**src/rtl/aes_pkg.sv**
```systemverilog
// Shared AES types, constants and GF(2^8) helpers for the MixColumns datapath.
package aes_pkg;

    localparam logic [7:0] AES_POLY = 8'h1B;
    localparam int         NUM_COLS = 4;

    typedef logic [7:0]  byte_t;
    typedef byte_t [0:3] column_t;

    typedef enum logic [1:0] {
        ST_IDLE = 2'd0,
        ST_BUSY = 2'd1,
        ST_DONE = 2'd2
    } mix_state_t;

    // MSB position of byte idx within the 128-bit state (byte 0 sits at the top).
    function automatic int byte_msb(input int idx);
        return 127 - 8 * idx;
    endfunction

    function automatic byte_t xtime(input byte_t a);
        return {a[6:0], 1'b0} ^ (a[7] ? AES_POLY : 8'h00);
    endfunction

endpackage

```
**src/rtl/inv_mix_column_unit.sv**
```systemverilog
// Combinational single-column InvMixColumns; with INV_MIX_FWD_EN defined a fwd_i
// input additionally selects forward MixColumns.
module inv_mix_column_unit
    import aes_pkg::*;
(
    input  column_t col_i,
`ifdef INV_MIX_FWD_EN
    input  logic    fwd_i,
`endif
    output column_t col_o
);

    byte_t      x2  [4];
    byte_t      x4  [4];
    byte_t      x8  [4];
    byte_t      m9  [4];
    byte_t      m11 [4];
    byte_t      m13 [4];
    byte_t      m14 [4];
    byte_t      inv_b;
    byte_t      fwd_b;
    logic [1:0] r0, r1, r2, r3;

    always_comb begin
        col_o = '0;
        inv_b = '0;
        fwd_b = '0;
        r0    = '0;
        r1    = '0;
        r2    = '0;
        r3    = '0;
        for (int r = 0; r < 4; r++) begin
            r0     = 2'(r);
            x2[r0]  = xtime(col_i[r0]);
            x4[r0]  = xtime(x2[r0]);
            x8[r0]  = xtime(x4[r0]);
            m9[r0]  = x8[r0] ^ col_i[r0];
            m11[r0] = x8[r0] ^ x2[r0] ^ col_i[r0];
            m13[r0] = x8[r0] ^ x4[r0] ^ col_i[r0];
            m14[r0] = x8[r0] ^ x4[r0] ^ x2[r0];
        end
        // Each output row uses the same coefficient row, rotated by its index.
        for (int r = 0; r < 4; r++) begin
            r0    = 2'(r);
            r1    = r0 + 2'd1;
            r2    = r0 + 2'd2;
            r3    = r0 + 2'd3;
            inv_b = m14[r0] ^ m11[r1] ^ m13[r2] ^ m9[r3];
            fwd_b = x2[r0] ^ x2[r1] ^ col_i[r1] ^ col_i[r2] ^ col_i[r3];
`ifdef INV_MIX_FWD_EN
            col_o[r0] = fwd_i ? fwd_b : inv_b;
`else
            col_o[r0] = inv_b;
`endif
        end
    end

endmodule

```
**src/rtl/inv_mix_columns_seq.sv**
```systemverilog
// Sequential InvMixColumns engine, COLS_PER_CYCLE columns per busy cycle.
// Optional INV_MIX_FWD_EN adds a fwd port selecting forward MixColumns per state.
module inv_mix_columns_seq
    import aes_pkg::*;
#(
    parameter int COLS_PER_CYCLE = 1
) (
    input  logic         clk,
    input  logic         rst_n,
    input  logic         in_valid,
    output logic         in_ready,
    input  logic [127:0] in_data,
`ifdef INV_MIX_FWD_EN
    input  logic         fwd,
`endif
    output logic         out_valid,
    input  logic         out_ready,
    output logic [127:0] out_data
);

    // state | meaning
    // IDLE  | in_ready high, waiting for an input state
    // BUSY  | transforming columns cnt_q.. each edge
    // DONE  | out_valid high, result held until out_ready
    generate
        if (!(COLS_PER_CYCLE == 1 || COLS_PER_CYCLE == 2 || COLS_PER_CYCLE == 4)) begin : g_bad_cfg
            $error("inv_mix_columns_seq: COLS_PER_CYCLE must be 1, 2 or 4");
        end
    endgenerate

    localparam logic [1:0] CNT_STEP = 2'(COLS_PER_CYCLE);
    localparam logic [1:0] CNT_LAST = 2'(NUM_COLS - COLS_PER_CYCLE);

    mix_state_t   fsm_q;
    logic [1:0]   cnt_q;
    logic [127:0] state_q;
    logic [127:0] state_d;
    logic         in_ready_q;
    logic         out_valid_q;
`ifdef INV_MIX_FWD_EN
    logic         fwd_q;
`endif

    logic [1:0] col_idx [COLS_PER_CYCLE];
    column_t    col_in  [COLS_PER_CYCLE];
    column_t    col_out [COLS_PER_CYCLE];

    for (genvar g = 0; g < COLS_PER_CYCLE; g++) begin : g_col
        assign col_idx[g] = cnt_q + 2'(g);
        assign col_in[g]  = state_q[byte_msb(4 * int'(col_idx[g])) -: 32];

        inv_mix_column_unit u_col (
            .col_i (col_in[g]),
`ifdef INV_MIX_FWD_EN
            .fwd_i (fwd_q),
`endif
            .col_o (col_out[g])
        );
    end

    always_comb begin
        state_d = state_q;
        for (int j = 0; j < COLS_PER_CYCLE; j++) begin
            state_d[byte_msb(4 * int'(col_idx[j])) -: 32] = col_out[j];
        end
    end

    always_ff @(posedge clk or negedge rst_n) begin
        if (!rst_n) begin
            fsm_q       <= ST_IDLE;
            cnt_q       <= '0;
            state_q     <= '0;
            in_ready_q  <= 1'b0;
            out_valid_q <= 1'b0;
`ifdef INV_MIX_FWD_EN
            fwd_q       <= 1'b0;
`endif
        end else begin
            case (fsm_q)
                ST_IDLE: begin
                    in_ready_q <= 1'b1;
                    if (in_valid && in_ready_q) begin
                        state_q    <= in_data;
                        cnt_q      <= '0;
                        in_ready_q <= 1'b0;
                        fsm_q      <= ST_BUSY;
`ifdef INV_MIX_FWD_EN
                        fwd_q      <= fwd;
`endif
                    end
                end
                ST_BUSY: begin
                    state_q <= state_d;
                    cnt_q   <= cnt_q + CNT_STEP;
                    if (cnt_q == CNT_LAST) begin
                        fsm_q       <= ST_DONE;
                        out_valid_q <= 1'b1;
                    end
                end
                ST_DONE: begin
                    if (out_ready) begin
                        fsm_q       <= ST_IDLE;
                        out_valid_q <= 1'b0;
                        in_ready_q  <= 1'b1;
                    end
                end
                default: begin
                    fsm_q       <= ST_IDLE;
                    in_ready_q  <= 1'b0;
                    out_valid_q <= 1'b0;
                end
            endcase
        end
    end

    assign in_ready  = in_ready_q;
    assign out_valid = out_valid_q;
    assign out_data  = state_q;

endmodule
```
**config.mk**
```make
export PLATFORM = sky130hd
export DESIGN_NAME = inv_mix_columns_seq
export DESIGN_NICKNAME = d
export VERILOG_FILES = /design/src/rtl/aes_pkg.sv /design/src/rtl/inv_mix_column_unit.sv /design/src/rtl/inv_mix_columns_seq.sv
export SDC_FILE = /design/constraint.sdc
export NUM_CORES = 1
export LEC_CHECK = 0
export BUFFER_PORTS_ARGS = -buffer_cell sky130_fd_sc_hd__buf_2
export CORE_MARGIN = 4
export CORE_UTILIZATION = 54
export DETAILED_ROUTE_END_ITERATION = 6
export HOLD_SLACK_MARGIN = 0.03
export PLACE_DENSITY = 0.82
export SLEW_MARGIN = 5
export SYNTH_ARGS = -nofsm -noshare
export SYNTH_HDL_FRONTEND = slang
export SYNTH_HIERARCHICAL = 1
export SYNTH_SLANG_ARGS = --single-unit
```
**constraint.sdc**
```tcl
create_clock -name clk -period 4.7 [get_ports clk]
set_input_delay 0.705 -clock clk [delete_from_list [all_inputs] [get_ports clk]]
set_output_delay 0.705 -clock clk [all_outputs]
set_load 0.1 [all_outputs]
```
==> key figures, run 1 <==
Logic synthesis
  • Post-synth top area share: 34.6%
  • Area contributors post-synth: dfrtp_1 (35%), mux2_2 (15%), a32o_1 (13%)
  • Post-synth EDFFs: 0
  • Gate Count Post-Synth: 739
  • Sequential area share after synthesis: 34.6%
  • Post-synth top cells: dfrtp_1 (134), a32o_1 (128), mux2_2 (128), xnor2_1 (120), buf_2 (40)
  • Synthesized Nets: 875
  • Flops & latches, synth: 134
  • Ys Warns: 6
  • Post-Syn Area: 9690 µm²
  • Yosys top cell by area: dfrtp_1
  • Count leader, synth: dfrtp_1
  • Library cells used by synthesis: 32
  • Asr flop ratio synth: 100%
  • Most used DFF post-synth: dfrtp_1
  • Syn Area/Cell: 13.1 µm²

Timing
  • Worst-margin pin slew: 1.13 ns
  • Peak Freq: 0.242 GHz
  • Max-slew headroom: 24.7%
  • Crit share post-route: 87.8%
  • Final worst setup slack: 0.572 ns
  • Clk_skew: 0.00773 ns
  • Tmin final: 4.13 ns
  • Hold WS: 0.329 ns
  • Final hold vios: 0
  • TNS Setup: 0 ns
  • # setup viols final: 0
  • Fin. max-slew vios: 0
  • RSZ-0062 raised after global routing: no

Floorplan
  • Die X: 142 µm
  • Die Y-Extent: 142 µm
  • Ports: 262
  • Starting Density: 55.6%
  • Core area: 17400 µm²
  • Site Rows: 48
  • Total Die Area: 20200 µm²

Worst setup path
  • CP startpoint: cnt_q[0]$_DFFE_PN0P_
  • CP Class: register to register
  • Worst setup EP type: register
  • Worst Setup Start Kind: register
  • Worst R2R Path Depth: 8
  • CP required: 5.02 ns
  • R2r startpoint: cnt_q[0]$_DFFE_PN0P_
  • Worst Path Max Fanout: 27
  • CP arrival: 4.44 ns

Clock network
  • Root buffer cell: clkbuf_16
  • Clk buf depth: 2
  • Post-CTS Setup Bufs: 0
  • CTS tree: done
  • Hold-fix buffers, CTS: 0
  • CTS buffer count: 17
  • Resize count post-CTS: 0
  • Clock sink total: 134
  • Clk Latency, worst-skew pair: 0.43 ns
  • Clock Pin Slew Worst Setup and Hold Paths: 0.06 ns
  • H-tree depth: 4

Outcome
  • Outcome: finished clean

GRT
  • Overflow after GRT: 0
  • Total track usage: 32.0%
  • Initial antenna violation count: 1
  • First-pass GRT wire length: 49.1 mm
  • Pin count of the biggest net entering global routing: 97
  • Vias in the first global route: 8379

Final layout
  • Fin util: 67.0%
  • Nets: 1086
  • Synth-to-Final Area Change: 20.5%
  • Fillers: 1271
  • Layout cell share with drive strength beyond 1: 50.5%

Placement
  • HPWL after DPL: 22.9 mm
  • Dpl ws: 0.573 ns
  • RD Place Congestion: 0.983
  • Port bufs: 261

Detailed routing
  • Drt wl/cell: 27.5 µm
  • Initial DRC count: 904
  • # DRC: 0
  • Final WL: 32.7 mm
  • DRT antenna net count: 0
  • Routed vias: 8050
  • DR vias/cell: 6.78
  • Pre-antenna DRT Iters: 6

Worst hold path
  • Hold Path Class: primary input to asynchronous set/reset pin

Flow run
  • Max-cap violations: 0
[final timing paths]
kind                       slack, ns                   endpoint
setup / recovery                0.57   out_data[45]$_DFFE_PN0P_
max in group asynchronous       3.29  out_data[118]$_DFFE_PN0P_
hold reg to reg                 0.53   out_data[77]$_DFFE_PN0P_
min in group clk                0.53   out_data[77]$_DFFE_PN0P_
hold / removal                  0.33    out_data[0]$_DFFE_PN0P_
setup reg to reg                0.57   out_data[45]$_DFFE_PN0P_
[worst max-delay path, stage by stage (launching register included)]
cell and delay, ns:
dfrtp_2 0.66, buf_12 0.28, mux4_2 0.69, xnor2_1 0.67, xor3_2 0.52, xor2_1 0.19
xnor3_1 0.45, a32o_1 0.26, mux2_2 0.26
[metal layers]
| metal | track usage, % | vias to the layer above | wire length [µm] |
|---|---|---|---|
| li1 | - | 3264 | - |
| met1 | 42.2 | 4119 | 12300 |
| met2 | 52.5 | 567 | 16100 |
| met3 | 7.09 | 100 | 3210 |
| met4 | 11.6 | 0 | 1080 |
| met5 | 0 | - | 0 |
[sequential cells by signal (all words and copies together) (netlist names)]
register,cells
fsm_q,2
out_valid,1
cnt_q,2
in_ready,1
out_data,128
[per-stage QoR]
step,cells,area [µm²]
floorplan,739,9690
global placement,1156,11000
detailed placement,1156,11000
CTS,1187,11700
global route,1188,11700
finish,1188,11700
[cell usage in the layout, fill, tap and decap left out, types with 15 or more instances in the layout]
master / count
xor2_1: 32
mux2_2: 128
xnor3_1: 27
buf_4: 15
clkbuf_16: 17
a32o_1: 128
dfrtp_1: 132
buf_2: 260
xnor2_1: 120
mux4_2: 32
[cell type report]
| type | instances | area [µm²] | share of cell area, % |
|---|---|---|---|
| timing repair buffer | 277 | 1450 | 12.4 |
| multi-input combinational | 514 | 5920 | 50.7 |
| inverter | 6 | 22.5 | 0.193 |
| sequential | 134 | 3360 | 28.7 |
| antenna | 1 | 2.50 | 0.0214 |
| clock inverter | 9 | 173 | 1.48 |
| tap | 225 | 282 | 2.41 |
| clock buffer | 22 | 474 | 4.06 |
[logic make-up after synthesis]
kind of cell	Yosys count	synth area share, %
xor gates and xnor gates	191	22.5
muxes	160	22.3
adders and majority gates	4	0.516
DFF	134	34.6
buffers and inverters	91	4.93
and+or+nand+nor	16	0.904
AOI/OAI and AO/OA	143	14.2
Power of run 1 is not shown: default switching activity piles up to over one toggle a cycle in this logic, so the estimate is an artifact.
==> inputs of run 2 (changes only) <==
- GPL_TIMING_DRIVEN: not set -> 0
==> key figures, run 2 (synthesized netlist as in run 1, its figures left out) <==
Outcome
  • Outcome: finished clean (unchanged)

Timing
  • Crit share post-route: 91.3% (was 87.8%)
  • TNS Setup: 0 ns (unchanged)
  • Tmin final: 4.29 ns (was 4.13 ns)
  • Fin. max-slew vios: 0 (unchanged)
  • RSZ-0062 raised after global routing: no (unchanged)
  • Max-slew headroom: 42.2% (was 24.7%)
  • Final hold vios: 0 (unchanged)
  • Peak Freq: 0.233 GHz (was 0.242 GHz)
  • # setup viols final: 0 (unchanged)
  • Clk_skew: 0.0118 ns (was 0.00773 ns)
  • Worst-margin pin slew: 0.860 ns (was 1.13 ns)

Clock network
  • Clock sink total: 134 (unchanged)
  • Hold-fix buffers, CTS: 0 (unchanged)
  • CTS tree: done (unchanged)
  • Root buffer cell: clkbuf_16 (unchanged)
  • Clk Latency, worst-skew pair: 0.44 ns (was 0.43 ns)
  • Clk buf depth: 2 (unchanged)
  • Clock Pin Slew Worst Setup and Hold Paths: 0.06 ns (about the same)
  • CTS buffer count: 17 (unchanged)
  • Post-CTS Setup Bufs: 0 (unchanged)
  • Resize count post-CTS: 0 (unchanged)
  • H-tree depth: 4 (unchanged)

Detailed routing
  • # DRC: 0 (unchanged)
  • Initial DRC count: 897 (was 904)
  • Drt wl/cell: 27.5 µm (about the same)
  • Routed vias: 8361 (was 8050)
  • DR vias/cell: 6.64 (was 6.78)
  • Final WL: 34.6 mm (was 32.7 mm)
  • Pre-antenna DRT Iters: 5 (was 6)
  • DRT antenna net count: 0 (unchanged)

Final layout
  • Nets: 1156 (was 1086)
  • Seq. cell area: 3350 µm² (was 3360 µm²)
  • Commonest non-fill, non-tap cell in the layout: buf_2 (unchanged)
  • Max FFs per register: 128 (unchanged)
  • Commonest cells after routing, fill and taps aside: buf_2 (300), dfrtp_1 (134), a32o_1 (128), mux2_2 (128), xnor2_1 (120) (was buf_2 (260), dfrtp_1 (132), a32o_1 (128), mux2_2 (128), xnor2_1 (120))
  • Synth-to-Final Area Change: 22.9% (was 20.5%)
  • Fillers: 1298 (was 1271)
  • Multi-input logic area: 5860 µm² (was 5920 µm²)
  • Layout cell share with drive strength beyond 1: 51.0% (was 50.5%)

GRT
  • First-pass GRT wire length: 51.7 mm (was 49.1 mm)
  • Vias in the first global route: 8683 (was 8379)
  • Total track usage: 34.0% (was 32.0%)
  • Overflow after GRT: 0 (unchanged)
  • Pin count of the biggest net entering global routing: 92 (was 97)
  • Initial antenna violation count: 2 (was 1)

Worst setup path
  • Worst Path Max Fanout: 10 (was 27)
  • Worst Setup Start Kind: register (unchanged)
  • CP Class: register to register (unchanged)
  • CP cell instances: buf_6 -> clkbuf_1 -> mux4_2 -> buf_2 -> xnor2_1 -> xor3_1 -> xnor2_1 -> xor3_1 -> a32o_1 -> mux2_2 (was buf_12 -> mux4_2 -> xnor2_1 -> xor3_2 -> xor2_1 -> xnor3_1 -> a32o_1 -> mux2_2)
  • CP startpoint: cnt_q[1]$_DFFE_PN0P_ (was cnt_q[0]$_DFFE_PN0P_)
  • Worst reg2reg setup slack: 0.41 ns (was 0.57 ns)
  • R2r startpoint: cnt_q[1]$_DFFE_PN0P_ (was cnt_q[0]$_DFFE_PN0P_)
  • CP required: 5.02 ns (about the same)
  • Slowest stage delay, CP: 0.57 ns (was 0.69 ns)
  • Slowest cell on crit path: xor3_1 (was mux4_2)
  • CP arrival: 4.62 ns (was 4.44 ns)
  • Critical path's top delay family: XOR/XNOR gates (unchanged)
  • Worst setup EP type: register (unchanged)
  • R2r endpoint: out_data[19]$_DFFE_PN0P_ (was out_data[45]$_DFFE_PN0P_)
  • Bufs and invs on worst path: 3 (was 1)
  • Worst R2R Path Depth: 10 (was 8)

Placement
  • RD Place Congestion: 0.960 (was 0.983)
  • Port bufs: 261 (unchanged)
  • HPWL after DPL: 25.8 mm (was 22.9 mm)

Floorplan
  • Site Rows: 48 (unchanged)
  • Total Die Area: 20200 µm² (unchanged)
  • Ports: 262 (unchanged)
  • Starting Density: 55.6% (unchanged)
  • Die Y-Extent: 142 µm (unchanged)
  • Die X: 142 µm (unchanged)
  • Core area: 17400 µm² (unchanged)

Flow run
  • Max-cap violations: 0 (unchanged)

Worst hold path
  • Hold Path Class: primary input to asynchronous set/reset pin (unchanged)
[run 2: cell types whose count changed in the layout (fill, tap and decap cells not counted), moves of 3 or more]
cell        delta
buf_2         +40
clkbuf_1      +21
a21oi_2        +4
a21oi_4        -4
bufinv_16      -4
buf_6          +3
clkinv_4       +3
clkinvlp_4     +3
[run 2: worst max path at each step]
stage | cells after the start | endpoint | slack (ns)
after floorplan | 10 | out_data[115]$_DFFE_PN0P_ | 1.12
after global placement | 10 | out_data[19]$_DFFE_PN0P_ | 0.46
after detailed placement | 10 | out_data[51]$_DFFE_PN0P_ | 0.48
after CTS | 10 | out_data[19]$_DFFE_PN0P_ | 0.41
after global routing | 10 | out_data[19]$_DFFE_PN0P_ | 0.20
final | 10 | out_data[19]$_DFFE_PN0P_ | 0.41
[run 2: stage by stage]
stage               setup slack [ns]  hold slack, ns  util [%]  area, µm²  instances
floorplan                       1.12           0.409         -       9690        739
detailed placement             0.480           0.514      64.9      11300       1226
finish                         0.407           0.200      68.4      11900       1259
global route                   0.202           0.217      68.4      11900       1259
CTS                            0.413           0.207      68.3      11900       1258
global placement               0.462           0.503      64.8      11300       1225
[run 2: cell type report]
cell class | count | share of cell area [%]
Timing Repair Buffer | 262 | 11.3
Antenna cell | 1 | 0.0210
Sequential cell | 134 | 28.2
Multi-Input combinational cell | 514 | 49.2
Clock inverter | 10 | 0.809
Buffer | 85 | 3.83
Tap cell | 225 | 2.36
Clock buffer | 22 | 4.15
Inverter | 6 | 0.189
[run 2: metal layers]
metal / GRT usage [%] / up-vias / share of wire, % / routed length (µm)
met4: 14.2 / 2 / 4.2 / 1460
met1: 43.5 / 4226 / 36 / 12600
met3: 7.43 / 120 / 10 / 3460
met5: 0 / - / 0.020 / 7
met2: 56.5 / 616 / 49 / 17100
li1: - / 3397 / - / -
[run 2: worst register-to-register path, delay by kind of cell, from the launching register on]
kind                   cells  cell delay, ns
XOR/XNOR                   4            1.84
AO/OA/AOI/OAI              1            0.26
multiplexers               2            0.70
buffers and inverters      3            0.98
flip-flops                 1            0.40
Power of run 2 is left out for the same reason.
